--- config.mk ---
export PLATFORM = sky130hd
export DESIGN_NAME = imem_encoder_flat
export DESIGN_NICKNAME = d
export VERILOG_FILES = /design/src/rtl/arm_enc_pkg.sv /design/src/rtl/imem_encoder_if.sv /design/src/rtl/instr_field_encoder.sv /design/src/rtl/imem_encoder.sv /design/src/flat_wrapper.sv
export SDC_FILE = /design/constraint.sdc
export NUM_CORES = 1
export LEC_CHECK = 0
export BUFFER_PORTS_ARGS = -buffer_cell sky130_fd_sc_hd__buf_2
export CAP_MARGIN = 40
export CORE_MARGIN = 3
export CORE_UTILIZATION = 49
export DETAILED_ROUTE_END_ITERATION = 6
export PLACE_DENSITY = 0.85
export SETUP_SLACK_MARGIN = 0.1
export SLEW_MARGIN = 20
export SYNTH_ARGS = -nofsm -noshare
export SYNTH_HDL_FRONTEND = slang
export SYNTH_SLANG_ARGS = --single-unit
--- constraint.sdc ---
create_clock -name clk -period 2.8 [get_ports clk]
set_clock_uncertainty 0.2 [all_clocks]
set_input_delay 0.14 -clock clk [delete_from_list [all_inputs] [get_ports clk]]
set_output_delay 0.14 -clock clk [all_outputs]
set_load 0.02 [all_outputs]
--- src/rtl/arm_enc_pkg.sv ---
// Shared types and constants for the instruction-memory encoder:
// request kinds, ALU command codes, op field values and FSM states.
package arm_enc_pkg;

  typedef enum logic [1:0] {
    KIND_DP_REG = 2'b00,
    KIND_DP_IMM = 2'b01,
    KIND_MEM    = 2'b10,
    KIND_BR     = 2'b11
  } kind_e;

  localparam logic [3:0] CMD_ADD = 4'b0100;
  localparam logic [3:0] CMD_SUB = 4'b0010;
  localparam logic [3:0] CMD_AND = 4'b0000;
  localparam logic [3:0] CMD_ORR = 4'b1100;

  localparam logic [1:0] OP_DP  = 2'b00;
  localparam logic [1:0] OP_MEM = 2'b01;
  localparam logic [1:0] OP_BR  = 2'b10;

  typedef enum logic [1:0] {
    ST_IDLE,
    ST_ACCEPT,
    ST_WRITE,
    ST_DONE
  } state_e;

  typedef struct packed {
    kind_e       kind;
    logic [3:0]  cond;
    logic [3:0]  cmd;
    logic [3:0]  rn;
    logic [3:0]  rd;
    logic [3:0]  rm;
    logic        s;
    logic        l;
    logic [23:0] imm;
  } req_t;

  function automatic logic cmd_legal(input logic [3:0] cmd);
    return cmd inside {CMD_ADD, CMD_SUB, CMD_AND, CMD_ORR};
  endfunction

endpackage

--- src/rtl/imem_encoder_if.sv ---
// Request handshake and instruction-memory write port of the encoder.
// master = request source / memory side, slave = the encoder.
interface imem_encoder_if #(parameter int DEPTH = 64);

  localparam int AW = $clog2(DEPTH);

  logic              req_valid;
  logic              req_ready;
  logic [1:0]        req_kind;
  logic [3:0]        req_cond;
  logic [3:0]        req_cmd;
  logic [3:0]        req_rn;
  logic [3:0]        req_rd;
  logic [3:0]        req_rm;
  logic              req_s;
  logic              req_l;
  logic [23:0]       req_imm;
  logic              req_last;

  logic              wr_en;
  logic [AW-1:0]     wr_addr;
  logic [31:0]       wr_data;

  modport master (
    output req_valid, req_kind, req_cond, req_cmd, req_rn, req_rd, req_rm,
           req_s, req_l, req_imm, req_last,
    input  req_ready, wr_en, wr_addr, wr_data
  );

  modport slave (
    input  req_valid, req_kind, req_cond, req_cmd, req_rn, req_rd, req_rm,
           req_s, req_l, req_imm, req_last,
    output req_ready, wr_en, wr_addr, wr_data
  );

endinterface

--- src/rtl/instr_field_encoder.sv ---
// Combinational map of one request to its 32-bit instruction word plus an
// encode-error flag (illegal DP command or immediate out of range).
module instr_field_encoder
  import arm_enc_pkg::*;
(
  input  req_t        req,
  output logic [31:0] word,
  output logic        error
);

  always_comb begin
    word  = '0;
    error = 1'b0;
    case (req.kind)
      KIND_DP_REG: begin
        word  = {req.cond, OP_DP, 1'b0, req.cmd, req.s, req.rn, req.rd, 8'h00, req.rm};
        error = !cmd_legal(req.cmd);
      end
      KIND_DP_IMM: begin
        word  = {req.cond, OP_DP, 1'b1, req.cmd, req.s, req.rn, req.rd, 4'h0, req.imm[7:0]};
        error = !cmd_legal(req.cmd) || (req.imm[23:8] != '0);
      end
      KIND_MEM: begin
        // funct = {0,1,1,0,0,L}: immediate offset, pre-indexed, add
        word  = {req.cond, OP_MEM, 5'b01100, req.l, req.rn, req.rd, req.imm[11:0]};
        error = (req.imm[23:12] != '0);
      end
      default: begin
        word  = {req.cond, OP_BR, 2'b10, req.imm};
      end
    endcase
  end

endmodule

--- src/rtl/imem_encoder.sv ---
// Fills instruction memory from encoded requests; write one cycle after the handshake,
// at most one word per two cycles; ready drops during each write and outside a session.
module imem_encoder
  import arm_enc_pkg::*;
#(
  parameter int DEPTH = 64
) (
  input  logic                   clk,
  input  logic                   reset,
  input  logic                   start,
  imem_encoder_if.slave          bus,
  output logic                   busy,
  output logic                   done,
  output logic                   err,
  output logic [$clog2(DEPTH):0] count
);

  localparam int              AW        = $clog2(DEPTH);
  localparam logic [AW-1:0]   LAST_ADDR = AW'(DEPTH - 1);

  state_e        state;
  logic [AW-1:0] addr;
  logic          ready;
  logic          last_q;

  req_t          req;
  logic [31:0]   enc_word;
  logic          enc_err;

  assign req = '{
    kind: kind_e'(bus.req_kind),
    cond: bus.req_cond,
    cmd:  bus.req_cmd,
    rn:   bus.req_rn,
    rd:   bus.req_rd,
    rm:   bus.req_rm,
    s:    bus.req_s,
    l:    bus.req_l,
    imm:  bus.req_imm
  };

  instr_field_encoder u_enc (
    .req   (req),
    .word  (enc_word),
    .error (enc_err)
  );

  assign bus.req_ready = ready;

  always_ff @(posedge clk or posedge reset) begin
    if (reset) begin
      state       <= ST_IDLE;
      addr        <= '0;
      ready       <= 1'b0;
      last_q      <= 1'b0;
      bus.wr_en   <= 1'b0;
      bus.wr_addr <= '0;
      bus.wr_data <= '0;
      busy        <= 1'b0;
      done        <= 1'b0;
      err         <= 1'b0;
      count       <= '0;
    end else begin
      case (state)
        ST_IDLE, ST_DONE: begin
          if (start) begin
            state <= ST_ACCEPT;
            addr  <= '0;
            count <= '0;
            err   <= 1'b0;
            ready <= 1'b1;
            busy  <= 1'b1;
            done  <= 1'b0;
          end
        end
        ST_ACCEPT: begin
          if (bus.req_valid) begin
            if (enc_err) begin
              // Bad request is consumed without a write; address stays put.
              err <= 1'b1;
              if (bus.req_last) begin
                state <= ST_DONE;
                ready <= 1'b0;
                busy  <= 1'b0;
                done  <= 1'b1;
              end
            end else begin
              state       <= ST_WRITE;
              ready       <= 1'b0;
              last_q      <= bus.req_last;
              bus.wr_en   <= 1'b1;
              bus.wr_addr <= addr;
              bus.wr_data <= enc_word;
            end
          end
        end
        ST_WRITE: begin
          bus.wr_en <= 1'b0;
          count     <= count + (AW + 1)'(1);
          if (addr != LAST_ADDR) begin
            addr <= addr + AW'(1);
          end
          if (last_q || addr == LAST_ADDR) begin
            state <= ST_DONE;
            busy  <= 1'b0;
            done  <= 1'b1;
          end else begin
            state <= ST_ACCEPT;
            ready <= 1'b1;
          end
        end
        default: begin
          state <= ST_IDLE;
        end
      endcase
    end
  end

endmodule

--- src/flat_wrapper.sv ---
// flat-port wrapper written by rule: the top's interface ports become plain ports
module imem_encoder_flat import arm_enc_pkg::*;
#(
  parameter int DEPTH = 64
)
  (clk, reset, start, busy, done, err, count, bus_req_valid, bus_req_kind, bus_req_cond, bus_req_cmd, bus_req_rn, bus_req_rd, bus_req_rm, bus_req_s, bus_req_l, bus_req_imm, bus_req_last, bus_req_ready, bus_wr_en, bus_wr_addr, bus_wr_data);
  imem_encoder_if #(.DEPTH(DEPTH)) bus_i ();
  input  logic clk;
  input  logic reset;
  input  logic start;
  output logic busy;
  output logic done;
  output logic err;
  output logic [$clog2(DEPTH):0] count;
  input wire logic [$bits(bus_i.req_valid)-1:0] bus_req_valid;
  input wire logic [$bits(bus_i.req_kind)-1:0] bus_req_kind;
  input wire logic [$bits(bus_i.req_cond)-1:0] bus_req_cond;
  input wire logic [$bits(bus_i.req_cmd)-1:0] bus_req_cmd;
  input wire logic [$bits(bus_i.req_rn)-1:0] bus_req_rn;
  input wire logic [$bits(bus_i.req_rd)-1:0] bus_req_rd;
  input wire logic [$bits(bus_i.req_rm)-1:0] bus_req_rm;
  input wire logic [$bits(bus_i.req_s)-1:0] bus_req_s;
  input wire logic [$bits(bus_i.req_l)-1:0] bus_req_l;
  input wire logic [$bits(bus_i.req_imm)-1:0] bus_req_imm;
  input wire logic [$bits(bus_i.req_last)-1:0] bus_req_last;
  output wire logic [$bits(bus_i.req_ready)-1:0] bus_req_ready;
  output wire logic [$bits(bus_i.wr_en)-1:0] bus_wr_en;
  output wire logic [$bits(bus_i.wr_addr)-1:0] bus_wr_addr;
  output wire logic [$bits(bus_i.wr_data)-1:0] bus_wr_data;
  assign bus_i.req_valid = bus_req_valid;
  assign bus_i.req_kind = bus_req_kind;
  assign bus_i.req_cond = bus_req_cond;
  assign bus_i.req_cmd = bus_req_cmd;
  assign bus_i.req_rn = bus_req_rn;
  assign bus_i.req_rd = bus_req_rd;
  assign bus_i.req_rm = bus_req_rm;
  assign bus_i.req_s = bus_req_s;
  assign bus_i.req_l = bus_req_l;
  assign bus_i.req_imm = bus_req_imm;
  assign bus_i.req_last = bus_req_last;
  assign bus_req_ready = bus_i.req_ready;
  assign bus_wr_en = bus_i.wr_en;
  assign bus_wr_addr = bus_i.wr_addr;
  assign bus_wr_data = bus_i.wr_data;
  imem_encoder #(.DEPTH(DEPTH)) u_core (.clk(clk), .reset(reset), .start(start), .bus(bus_i), .busy(busy), .done(done), .err(err), .count(count));
endmodule
==> results of run 1 <==
==> worst register-to-register path, cell delays in order (launching register included) <==
cell	delay [ps]
dfrtp_1	370
inv_1	70
ha_1	410
mux2i_1	160
buf_4	160
a31oi_1	360
and4_1	260
xnor2_1	110
nor2_1	50
==> registers in the layout (all words and copies together) (netlist names) <==
register              cells
u_core.bus.wr_en          1
u_core.busy               1
u_core.done               1
u_core.err                1
u_core.state              2
u_core.bus.req_ready      1
u_core.count              7
u_core.last_q             1
u_core.addr               6
u_core.bus.wr_data       32
u_core.bus.wr_addr        6
==> worst min path at each step <==
stage	end	startpoint	slack (ps)
after global routing	u_core.count[3]	reset	40
after floorplan	u_core.bus.wr_data[28]	bus_req_cond[0]	50
after global placement	u_core.count[3]	reset	-160
after detailed placement	u_core.count[3]	reset	-160
final	u_core.count[3]	reset	30
after CTS	u_core.count[6]	reset	20
==> area by class of cell <==
cell class                      instances  area, sq um  share of cell area (%)
Timing Repair Buffer                  158         1070                    26.0
Clock buffer                           12          155                    3.77
Inverter                               12         45.0                    1.09
Clock inverter                          4         48.8                    1.19
Sequential cell                        59         1480                    35.9
Multi-Input combinational cell        210         1230                    29.9
Tap cell                               72         90.1                    2.19
==> Yosys cell counts (4+ instances only) <==
library cell and number:
inv_1 12, o21ai_1 15, nor2_1 12, xor2_1 4, nand3_1 4, o21ai_2 11, ha_1 4, buf_6 6
nand2_1 80, clkbuf_1 6, a21oi_1 7, o21ai_0 14, dfrtp_1 59, o31ai_1 6, and3_1 4, mux2i_1 17
a31oi_1 4
==> metal layers <==
layer  GRT usage, %  wire, um  part of all wire, %  up-vias
met2           43.2      4230                   48      161
li1               -         -                    -     1335
met1           32.8      3580                   41     1382
met4           13.5       201                  2.3        0
met5              0         0                    0        -
met3           5.53       770                  8.8       24
==> power by group <==
part | internal (mW) | total (mW) | switching, mW | leakage [nW]
Combinational | 0.564 | 1.52 | 0.957 | 1.28
Clock | 0.459 | 0.809 | 0.350 | 0.106
Sequential | 1.14 | 1.34 | 0.199 | 0.763
==> kinds of logic after synthesis <==
group / count (synthesis) / share of synthesized area [%]
adder cells (fa/ha/maj): 4 / 1.76
XOR/XNOR: 6 / 1.84
multiplexers: 19 / 6.76
flip-flops: 59 / 51.8
buffers and inverters: 27 / 5.26
AO/OA/AOI/OAI: 70 / 16.5
AND/OR/NAND/NOR: 111 / 16.1
==> repair_timing <==
action / 4_1_cts / 5_1_grt
hold buffers: 50 / 0
gates resized for setup: 0 / 1
endpoints found under the setup margin: 0 / 28
hold endpoints to repair: 93 / 0
==> results.yml, run 1 <==
synthesis:
  yosys_warnings: 0
  synth.net_count: 353
  synth_area_leaders: "dfrtp_1, nand2_1, mux2i_1"
  syn-cell-area_sq_mm: 0.00285
  synth_edf_count: 0
  synth_ff_type: "dfrtp_1"
  synth.ff_latch_count: 59
  synth_area_leader_cell: "dfrtp_1"
  synthCells: 296
  yosysSeqAreaShare_pct: 51.8
  avgSynthCellArea_sq_um: 9.63
  synth_cell_types: 37
  yosysTopAreaCellShare_pct: 51.8
  async_flop_share_pct: 100
floorplan:
  die_h_um: 82.3
  dieArea_sq_mm: 0.00677
  initial_core_util_pct: 51.2
  rows: 27
  die_w_um: 82.3
  ioPinCount: 103
  core_area_sq_mm: 0.00557
worst_setup_path:
  path_max_fanout: 13
  cp-startpoint: "bus_req_kind[0]"
  critPathArrivalTime_ps: 2500
  cp-start-kind: "input pin"
  r2r_start: "u_core.state[0]"
  endpoint_kind: "flip-flop"
  reg2reg_depth: 8
  endpoint: "u_core.busy"
  crit_buf_inv: 2
  cp.required_ps: 2820
  critPathKind: "input pin to flip-flop"
  crit_family: "compound AO/OA/AOI/OAI gates"
  r2r-end: "u_core.addr[4]"
  cp_cell_sequence: "dlygate4sd3_1 > buf_2 > o41ai_2 > a31oi_1 > o21ai_0 > a221oi_2 > mux2_2"
  slowest_delay_ps: 530
  crit_path_top_delay_cell: "dlygate4sd3_1"
  crit_cells: 7
  reg2reg_setup_slack_ps: 530
clocking:
  cts.sinks: 59
  path_clk_slew_ps: 70
  post-cts-setup-buffer-count: 0
  cts_tree: "yes"
  clk_latency_ps: 340
  cts_root_buffer: "clkbuf_8"
  cts_buffer_depth: 2
  htreeDepth: 3
  cts_made_buffers: 9
final_layout:
  final_layout_size_suffix_gt1_share_pct: 30.8
  finish.instance_area_sq_mm: 0.00411
  fill_cells: 362
  final_common_cell: "buf_2"
  post-route-util_pct: 73.8
  instances_no_fill: 527
  antennaDiodeCount: 0
  nets: 507
  syn_to_final_growth_pct: 44.3
  layout_common_cells: "buf_2, nand2_1, dfrtp_1, dlygate4sd3_1, mux2i_1"
drt:
  drcViolationCount: 0
  wire_per_inst_um: 16.6
  drt-total-wl_um: 8770
  num_vias: 2902
  drt_pass1_iterations: 5
  drt_iter0_markers: 197
  vias_per_cell: 5.51
  detail-route-antenna-nets: 0
grt:
  antenna_found_initial: 0
  track_usage_pct: 26.4
  grt_pass1_vias: 2882
  grt_pass1_wl_um: 13400
  grt_max_degree: 44
  overflow: 0
pwr:
  power_mw: 3.67
  leakage_nw: 2.15
  p_per_area_mw_per_mm2: 893
  vdd.ir_drop.worst_uv: 506
timing:
  finalMaxSlewViolations: 0
  period_needed_ps: 2480
  worst_slack_ps: 322
  whs_ps: 34.8
  fin_crit_sh_pct: 88.5
  worst_slew_pin_slew_ps: 547
  hold_viol_final: 0
  final-setup-viol-count: 0
  rsz0062_at_grt: "no"
  relSlewSlack_pct: 63.4
  tns_ps: 0
  maxClockFrequency_mhz: 404
placed_design:
  gp_congestion: 0.863
  dp_slack_ps: 458
  numPortBuffers: 102
  post-dp-hpwl_um: 5030
  dpl_cell_area_sq_mm: 0.00341
  dp.cells: 461
hold_path:
  hold_path_class: "input pin to async pin"
status:
  status: "finished, final reports clean"
flow_run:
  cap_violations: 0
Note: power is estimated with default switching activity, not from simulation.
==> run 2, diff against run 1 <==
- ABC_AREA: not set -> 1
- CORE_UTILIZATION: 49 -> 50
- PLACE_DENSITY: 0.85 -> 0.86
==> results.yml, run 2 <==
status:
  status: "finished, final reports clean"
timing:
  final-setup-viol-count: 0
  period_needed_ps: 2110
  tns_ps: 0
  hold_viol_final: 0
  whs_ps: 7.33
  finalMaxSlewViolations: 0
  relSlewSlack_pct: 68.0
  rsz0062_at_grt: "no"
  fin_crit_sh_pct: 75.5
  worst_slew_pin_slew_ps: 479
  maxClockFrequency_mhz: 473
clocking:
  cts_root_buffer: "clkbuf_8"
  post-cts-setup-buffer-count: 0
  path_clk_slew_ps: 80
  cts_tree: "yes"
  cts.sinks: 59
  htreeDepth: 3
  clk_latency_ps: 330
  cts_buffer_depth: 2
  cts_made_buffers: 9
worst_setup_path:
  path_max_fanout: 13
  cp-start-kind: "input pin"
  reg2reg_depth: 13
  critPathKind: "input pin to flip-flop"
  r2r_start: "u_core.state[0]"
  r2r-end: "u_core.addr[5]"
  cp.required_ps: 2810
  endpoint_kind: "flip-flop"
  critPathArrivalTime_ps: 2120
  reg2reg_setup_slack_ps: 740
synthesis:
  synth_area_leader_cell: "dfrtp_1"
  synth_ff_type: "dfrtp_1"
  synthCells: 340
  yosys_warnings: 0
  synth.most_common_cell: "nand2_1"
  async_flop_share_pct: 100
  synth_cell_types: 30
  synth_area_leaders: "dfrtp_1, nand2_1, o21ai_1"
  synth.ff_latch_count: 59
  synthTopCellsByCount: "nand2_1, dfrtp_1, inv_1, o21ai_1"
  syn-cell-area_sq_mm: 0.00292
  synth_edf_count: 0
  yosysTopAreaCellShare_pct: 50.6
  synth.net_count: 397
  avgSynthCellArea_sq_um: 8.57
  yosysSeqAreaShare_pct: 50.6
drt:
  num_vias: 2991
  drt_pass1_iterations: 5
  drcViolationCount: 0
  drt_iter0_markers: 215
  vias_per_cell: 5.21
  wire_per_inst_um: 15.4
  detail-route-antenna-nets: 0
  drt-total-wl_um: 8810
pwr:
  power.internal_mw: 2.22
  vdd.ir_drop.worst_uv: 581
  p_clk_share_pct: 21.2
  sw_frac_of_total_pct: 42.6
  sequentialPowerShare_pct: 34.1
  p_per_area_mw_per_mm2: 919
  leakage_nw: 2.27
  p_switching_mw: 1.65
  p_comb_share_pct: 44.8
hold_path:
  hold_path_end: "u_core.bus.wr_data[20]"
  min-delay-start: "bus_req_s"
  hold_path_class: "input pin to flip-flop"
  hold_path_depth: 5
placed_design:
  post-dp-hpwl_um: 5080
  numPortBuffers: 102
  gp_congestion: 0.908
final_layout:
  reg_top3: "u_core.bus.wr_data x32, u_core.count x7"
  nets: 554
  final_common_cell: "buf_2"
  syn_to_final_growth_pct: 44.4
  top_register: "u_core.bus.wr_data"
  antennaDiodeCount: 0
  layout_common_cells: "buf_2, nand2_1, dfrtp_1, dlygate4sd3_1"
  fill_cells: 358
  largest_reg_flops: 32
  final_layout_size_suffix_gt1_share_pct: 32.3
  post-route-util_pct: 75.5
floorplan:
  rows: 27
  dieArea_sq_mm: 0.00678
  core_area_sq_mm: 0.00557
  initial_core_util_pct: 52.3
  die_h_um: 82.4
  ioPinCount: 103
  die_w_um: 82.4
grt:
  grt_pass1_vias: 2982
  track_usage_pct: 27.3
  grt_pass1_wl_um: 13700
  overflow: 0
  grt_max_degree: 80
  antenna_found_initial: 0
flow_run:
  cap_violations: 0
run 2: cell types whose count changed in the layout (fill, tap and decap cells not counted), sizes merged, moves of 5 or more:
| cell | delta |
|---|---|
| inv | +27 |
| o31ai | -6 |
| o21ai | +8 |
| nor2 | +8 |
| nand3 | +14 |
| nand2 | +26 |
| mux2i | -5 |
run 2: worst max-delay path: stages:
cell,delay (ps)
dlygate4sd3_1,540
buf_2,160
nand2_1,110
buf_4,250
mux2i_1,240
dlygate4sd3_1,580
o21ai_1,100
run 2: logic make-up after synthesis:
kind of cell               Yosys count  synth area share, %
adders and majority gates            4                 1.72
DFF                                 59                 50.6
buffers and inverters               49                 7.25
AOI/OAI and AO/OA                   59                 11.6
muxes                               12                 4.12
and+or+nand+nor                    157                 24.7
run 2: per-stage QoR:
step                      cells  instance area, sq um  setup WS, ps  power (mW)
after floorplan             340                  2920           967        2.45
after global placement      507                  3490           856        2.89
after detailed placement    507                  3490           780        2.94
after CTS                   574                  4210           759        3.82
after global routing        574                  4210           573        4.11
final                       574                  4210           686        3.87
run 2: repair_timing:
item                                   in CTS  in global routing
endpoints found under the hold margin      53                  0
hold buffers                               51                  0
gates resized for setup                     0                  0
run 2: per-layer routing:
metal	GRT usage [%]	vias up	wire [um]
met2	49.0	136	4510
met1	29.0	1393	3340
met3	4.77	44	517
li1	-	1418	-
met4	17.9	0	443
met5	0	-	0
run 2: cell type report:
type,instances,area [sq um],area share (%)
Clock inverter,4,47.5,1.13
Tap cell,72,90.1,2.14
Inverter,39,146,3.48
Timing Repair Buffer,156,1060,25.1
Sequential cell,59,1480,35.1
Multi-Input combinational cell,232,1230,29.2
Clock buffer,12,165,3.92
run 2: power groups by stage:
stage          clock, mW  combinational [mW]  sequential, mW
2_1_floorplan          0               0.808            1.64
3_3_place_gp           0                1.58            1.31
3_5_place_dp           0                1.63            1.31
4_1_cts            0.820                1.70            1.30
5_1_grt            0.858                1.91            1.34
6_report           0.819                1.73            1.32
run 2: how the worst max path moves through the flow:
stage	from	to	slack [ps]	cells after the start
floorplan	u_core.state[0]	u_core.addr[5]	970	13
global placement	u_core.state[0]	u_core.addr[5]	860	13
detailed placement	u_core.state[0]	u_core.addr[5]	780	13
CTS	bus_req_kind[0]	u_core.bus.wr_data[19]	760	7
global route	u_core.state[0]	u_core.addr[5]	570	14
finish	bus_req_kind[0]	u_core.bus.wr_data[14]	690	7
